`config.mk`:
```
export PLATFORM = sky130hd
export DESIGN_NAME = mem_access_unit
export DESIGN_NICKNAME = d
export VERILOG_FILES = /design/src/rtl/mem_access_unit.sv
export SDC_FILE = /design/constraint.sdc
export NUM_CORES = 1
export LEC_CHECK = 0
export CELL_PAD_IN_SITES_DETAIL_PLACEMENT = 1
export CELL_PAD_IN_SITES_GLOBAL_PLACEMENT = 2
export CORE_MARGIN = 3
export CORE_UTILIZATION = 35
export CTS_BUF_LIST = sky130_fd_sc_hd__clkbuf_8
export DETAILED_ROUTE_END_ITERATION = 10
export GPL_TIMING_DRIVEN = 1
export PLACE_DENSITY = 0.89
export SETUP_SLACK_MARGIN = 0.1
export SYNTH_ARGS = -nofsm -noshare
export SYNTH_HDL_FRONTEND = slang
export SYNTH_SLANG_ARGS = --single-unit
```
`constraint.sdc`:
```
create_clock -name clk -period 4.51 [get_ports clk]
set_clock_uncertainty 0.1 [all_clocks]
set_input_delay 0.451 -clock clk [delete_from_list [all_inputs] [get_ports clk]]
set_output_delay 0.451 -clock clk [all_outputs]
set_load 0.01 [all_outputs]
```
`src/rtl/mem_access_unit.sv`:
```
// Memory-access stage of the pipeline.
// Takes the decoded memory controls and the ALU result, and runs a
// multi-cycle request/acknowledge exchange with data memory. It emits one
// writeback record for every bundle it accepts. Illegal or misaligned
// accesses never reach memory and come back as faulted records. A request
// that waits too long for an acknowledge is aborted and also faulted.
module mem_access_unit #(
    parameter int DATA_W  = 32,
    parameter int REG_W   = 5,
    parameter int TIMEOUT = 16
) (
    input  logic              clk,
    input  logic              rst_n,
    input  logic              in_valid,
    output logic              in_ready,
    input  logic              mem_read,
    input  logic              mem_write,
    input  logic              mem_to_reg,
    input  logic              reg_write,
    input  logic [REG_W-1:0]  write_reg,
    input  logic [DATA_W-1:0] alu_result,
    input  logic [DATA_W-1:0] store_data,
    output logic              stall,
    output logic              dmem_req,
    output logic              dmem_we,
    output logic [DATA_W-1:0] dmem_addr,
    output logic [DATA_W-1:0] dmem_wdata,
    input  logic              dmem_ack,
    input  logic [DATA_W-1:0] dmem_rdata,
    output logic              out_valid,
    output logic              out_reg_write,
    output logic [REG_W-1:0]  out_write_reg,
    output logic [DATA_W-1:0] out_wb_data,
    output logic              err
);

    localparam int CNT_W = (TIMEOUT > 2) ? $clog2(TIMEOUT) : 1;
    localparam logic [CNT_W-1:0] CNT_LAST = CNT_W'(TIMEOUT - 1);

    typedef enum logic [1:0] {
        IDLE,
        REQ,
        DONE
    } state_t;

    state_t             state;
    logic [CNT_W-1:0]   cnt;
    logic               lat_mem_to_reg;
    logic               lat_reg_write;
    logic [REG_W-1:0]   lat_write_reg;
    logic [DATA_W-1:0]  rdata_q;

    logic               is_mem;
    logic               is_bad;

    // Classify the incoming bundle: memory op, and whether it must be faulted
    assign is_mem = mem_read | mem_write;
    assign is_bad = (mem_read & mem_write) | (is_mem & (alu_result[1:0] != 2'b00));

    assign stall = ~in_ready;

    // Single FSM: every output is registered and is updated on state transitions
    always_ff @(posedge clk or negedge rst_n) begin
        if (!rst_n) begin
            state          <= IDLE;
            cnt            <= '0;
            in_ready       <= 1'b1;
            dmem_req       <= 1'b0;
            dmem_we        <= 1'b0;
            dmem_addr      <= '0;
            dmem_wdata     <= '0;
            out_valid      <= 1'b0;
            out_reg_write  <= 1'b0;
            out_write_reg  <= '0;
            out_wb_data    <= '0;
            err            <= 1'b0;
            lat_mem_to_reg <= 1'b0;
            lat_reg_write  <= 1'b0;
            lat_write_reg  <= '0;
            rdata_q        <= '0;
        end else begin
            case (state)
                IDLE: begin
                    if (in_valid) begin
                        in_ready       <= 1'b0;
                        lat_mem_to_reg <= mem_to_reg;
                        lat_reg_write  <= reg_write;
                        lat_write_reg  <= write_reg;
                        if (is_mem && !is_bad) begin
                            // dmem_addr doubles as the latched ALU result for the writeback
                            state      <= REQ;
                            cnt        <= '0;
                            dmem_req   <= 1'b1;
                            dmem_we    <= mem_write;
                            dmem_addr  <= alu_result;
                            dmem_wdata <= store_data;
                        end else begin
                            state         <= DONE;
                            out_valid     <= 1'b1;
                            out_reg_write <= reg_write & ~is_bad;
                            out_write_reg <= write_reg;
                            out_wb_data   <= mem_to_reg ? rdata_q : alu_result;
                            err           <= is_bad;
                        end
                    end
                end
                REQ: begin
                    if (dmem_ack) begin
                        state         <= DONE;
                        cnt           <= '0;
                        dmem_req      <= 1'b0;
                        rdata_q       <= dmem_rdata;
                        out_valid     <= 1'b1;
                        out_reg_write <= lat_reg_write;
                        out_write_reg <= lat_write_reg;
                        out_wb_data   <= lat_mem_to_reg ? dmem_rdata : dmem_addr;
                        err           <= 1'b0;
                    end else if (cnt == CNT_LAST) begin
                        state         <= DONE;
                        cnt           <= '0;
                        dmem_req      <= 1'b0;
                        out_valid     <= 1'b1;
                        out_reg_write <= 1'b0;
                        out_write_reg <= lat_write_reg;
                        out_wb_data   <= lat_mem_to_reg ? rdata_q : dmem_addr;
                        err           <= 1'b1;
                    end else begin
                        cnt <= cnt + 1'b1;
                    end
                end
                DONE: begin
                    state     <= IDLE;
                    in_ready  <= 1'b1;
                    out_valid <= 1'b0;
                    err       <= 1'b0;
                end
                default: begin
                    state    <= IDLE;
                    in_ready <= 1'b1;
                    dmem_req <= 1'b0;
                end
            endcase
        end
    end

endmodule

```
### Word level (Yosys, flattened, before mapping)

Index checks and enable logic that the tools add are counted.

* $add $sub $neg: 1
* equal/unequal tests: 7
* muxes and demuxes: 43
* bitwise operators: 9
* reductions and logical operators: 15

Operators with widths (number)
* $mux W32: 7
* $pmux W32 S2: 1
* $mux W5: 4
* $mux W4: 4
* $mux W1: 15
* $reduce_and A4 Y1: 3
* $pmux W5 S2: 1
* $pmux W1 S3: 3
* $mux W2: 4
* $pmux W4 S2: 1
* $reduce_and A2 Y1: 4
* $ne A2 B2 Y1 const B: 3
* $reduce_and A3 Y1: 2
* $add A4 B1 Y4 const B: 1
* $eq A4 B4 Y1 const B: 1
* $not A1 Y1: 4
* $pmux W1 S2: 2
* $pmux W2 S2: 1
* $reduce_bool A2 Y1: 2
* $and A1 B1 Y1: 3
* $ne A3 B3 Y1 const B: 1
* $reduce_bool A3 Y1: 1
* $eq A2 B1 Y1 const B: 1
* $eq A2 B2 Y1 const B: 1
* 4 further kinds: 5

* bits in registers: 152
* bits of input ports: 109
* output and inout port bits: 108
* logic and storage cells: 91

### Depth between registers and ports, before layout

* depth in word-level cells: 8
* gate-level depth with buffers: 9
* gate-level depth less buffers: 6

### Worst setup path before layout

Ideal clock, no wire load.

* path kind: flip-flop to flip-flop
* from: register state[1]
* to: register out_wb_data[12]
* setup time: 127 ps
* data arrival time: 1736 ps
* data required time: 4283 ps
* path slack: 2547 ps
* stages on the path, launching flop included: 9
* buffers on the path: 2
* period minus slack after synthesis: 1963 ps
* cells stage by stage: dfrtp_1 inv_1 ha_1 nor2b_1 nand2_1 o21ai_2 buf_6 buf_8 mux2_1

* word-level cells in the longest chain between the ends: 3
* elaborated cells on any way between the ends: 8
* classes of those cells: 4 x eq/ne; 1 x mux; 3 x reduce/logical

RTL lines
* from (decl): RTL line 46 `state_t state;`
* from (signal assigned): RTL line 65 `state <= IDLE;`
* from (signal assigned): RTL line 91 `state <= REQ;`
* from (signal assigned): RTL line 98 `state <= DONE;`
* $eq A2 B1 Y1 or $logic_not A2 Y1 (tied branches): RTL line 82 `case (state)`
* $ne A3 B3 Y1 (no source line), or another cell as far along
* $reduce_and A4 Y1 (no source line)
* to (signal assigned): RTL line 102 `out_wb_data <= mem_to_reg ? rdata_q : alu_result;`
* to (signal assigned): RTL line 116 `out_wb_data <= lat_mem_to_reg ? dmem_rdata : dmem_addr;`
* to (signal assigned): RTL line 125 `out_wb_data <= lat_mem_to_reg ? rdata_q : dmem_addr;`
* to (decl): RTL line 33 `output logic [DATA_W-1:0] out_wb_data,`

Parallel ways exist; a longest one is shown, timed or not.
A chain may end at the register's enable or synchronous reset.

### Final worst setup path

* from: register state[1]
* to: register out_wb_data[1]

Same word-level chain as after synthesis.

==> results.cfg <==
[clock_tree]
htreeDepth = 4
cts.sinks = 152
cts_root_buffer = clkbuf_8
post_cts_buffers = 0
cts_buffers = 17
clockBufferDepth = 2
cts_tree = done
cts_resized = 0
clk_latency_ns = 0.44
path_clk_slew_ns = 0.09

[worst_setup_path]
cpMostUsedCell = buf_4
cp.required_ns = 4.73
cp.arrival_ns = 2.96
endpoint_kind = register
reg2reg_slack_ns = 1.77
worstSetupStartpointType = register
critPathBufInv = 3
crit_type = reg -> reg
crit_chain = inv_1, ha_2, buf_4, nor2b_1, o21ai_4, buf_4, mux2_2
path_max_fanout = 32
slowest_stage = o21ai_4
crit_family = buffers and inverters
critPathMaxStageDelay_ns = 0.55

[global_route]
grt_pass1_wl_mm = 34.6
grt_antenna_before_repair = 0
grt-ovfl-total = 0
track_usage = 0.185
grt_max_degree = 83
grt_pass1_vias = 6125

[floorplan]
io-pin-count = 217
die_y_um = 152
row_count = 52
fp.dieW_um = 152
coreArea_um2 = 20600
die-area_um2 = 23000
start_util = 0.362

[routing]
via_per_inst = 5.08
first_iter_violations = 182
vias = 5299
ant_nets = 0
drt_first_pass_iters = 4
drcViolationCount = 0
routed_wl_mm = 21.3
avgRoutedWirePerCell_um = 20.5

[cells_and_area]
layout.nets = 873
layout-drive-gt1-share = 0.228
diodes = 0
nFillCells = 2123
area_delta_synth_final_pct = 38.4

[synth]
syn_nets = 668
ys_types = 34
yosysTopAreaCellShare = 0.508
syn_avg_cell_area_um2 = 13.4
ys_top_cells_by_area = dfrtp_1 51%, mux2_2 12%, mux2_4 9.7%, mux2i_1 8.7%, o21bai_1 3.2%
yosysSeqAreaShare = 0.511
synth_top_area_cell = dfrtp_1
yosysWarnings = 0
synth_area_um2 = 7440
syn_inst = 555
synth-seq-cells = 152

[timing]
min_period_ns = 2.74
max_slew.worst_pin.slew_ns = 1.20
max_slew_margin = 0.198
fmax_ghz = 0.366
grt_setup_unrepaired = false
timing.final.crit_share = 0.606
report.final.slew_viol_count = 0
hold_viol_final = 0
fin_tns_setup_ns = 0
whs_ns = 0.405
setup_viol = 0

[pwr]
leakage_nw = 4.62
p_per_area_nw_per_um2 = 625
irDropWorstVdd_mv = 0.244
fin_total_pwr_w = 0.00643

[run_status]
outcome = finished, final reports clean

[placement]
hpwlAfterDp_mm = 14.7
port-buffer-count = 216
gp_congestion = 0.787

[flow_run]
drv_cap = 0

[hold_path]
hold_class = reg -> reg
## cells by family (layout without fill, tap and decap cells)
family	Yosys count	count (layout)	share of synthesized area
flops	152	152	0.511
buf+inv	44	262	0.0350
fa+ha+maj	4	4	0.00673
compound gates	115	115	0.0923
mux	212	212	0.334
simple gates	27	27	0.0183
xor+xnor	1	1	0.00219
## timing repair
action                                  CTS  global route
hold endpoints to repair                 70             0
endpoints found under the setup margin    0             0
hold buffers                              1             0
## Yosys cell counts
cell type  number
xor2_2          1
a41oi_1         1
o21ai_2         1
a22o_1          2
o21ai_0        38
buf_6           6
nor2b_1         3
o32a_1          1
nand4_1         1
mux2_1         20
a21o_1          1
mux2_2         79
mux2_4         48
inv_1           6
dfstp_2         1
mux2i_1        65
nand2b_1        3
nor2_1          3
o22ai_1         1
buf_2          13
buf_4           3
o21bai_1       32
and2_1          3
nor3_1          2
nand3_1         4
a21oi_2         1
clkbuf_1       14
dfrtp_1       151
buf_8           2
nand2_1         7
a21oi_1        36
nand2_2         1
o32ai_1         1
ha_1            4
## worst paths after layout
kind | from | endpoint | cells after the start
worst max-delay path | state[1] | out_wb_data[1] | 7
worst min-delay path | out_wb_data[27] | out_wb_data[27] | 1
worst max register to register | state[1] | out_wb_data[1] | 7
worst min register to register | out_wb_data[27] | out_wb_data[27] | 1
max in group asynchronous | rst_n | lat_mem_to_reg | 3
min in group asynchronous | rst_n | dmem_addr[10] | 2
## stage by stage
| step | util | instance area, µm² | instances | worst slack, ns |
|---|---|---|---|---|
| global route | 0.501 | 10300 | 1043 | 1.64 |
| detailed placement | 0.475 | 9770 | 1010 | 1.35 |
| finish | 0.501 | 10300 | 1043 | 1.77 |
| floorplan | - | 7440 | 555 | 2.55 |
| global placement | 0.475 | 9770 | 1010 | 1.43 |
| CTS | 0.501 | 10300 | 1043 | 1.75 |
## per-layer routing
metal / up-vias / global-route usage / wire length, µm
li1: 2420 / - / -
met1: 2687 / 0.235 / 9450
met4: 0 / 0.0415 / 258
met3: 20 / 0.0478 / 998
met2: 172 / 0.319 / 10600
met5: - / 0 / 0
## layout by cell type (no fill, tap or decap), types with 3 or more instances in the layout
cell type          n
bufinv_16          7
inv_1              7
mux2_2            79
mux2i_1           65
o21bai_1          32
nand2b_1           3
mux2_1            20
clkdlybuf4s50_1  213
ha_1               3
o21ai_0           38
clkbuf_8          18
buf_4              6
mux2_4            48
clkinv_4           3
a21oi_1           36
nand2_1            6
dfrtp_1          150
nor2b_1            3
nand3_1            4
and2_1             3
nor2_1             3
## report_power, final
part	total (W)	internal, W	switching (W)
registers	0.00255	0.00201	0.000542
logic	0.00254	0.00162	0.000924
clock network	0.00134	0.000794	0.000544
total	0.00643	0.00442	0.00201
## worst register-to-register path, delay by kind of cell, from the launching register on
| family | cells | cell delay [ns] |
|---|---|---|
| compound gates | 1 | 0.55 |
| fa+ha+maj | 1 | 0.18 |
| buf+inv | 3 | 0.77 |
| flops | 1 | 0.40 |
| mux | 1 | 0.40 |
| simple gates | 1 | 0.22 |
## area by class of cell
| cell class | instances | area (µm²) | share of cell area |
|---|---|---|---|
| clock inverters | 14 | 269 | 0.0261 |
| multi-input cells | 359 | 3390 | 0.329 |
| inverters | 6 | 22.5 | 0.00219 |
| well taps | 270 | 338 | 0.0328 |
| repair buffers | 224 | 2230 | 0.216 |
| clock buffers | 18 | 248 | 0.0241 |
| flip-flops and latches | 152 | 3810 | 0.370 |
Power figures use the tool's default switching activity.
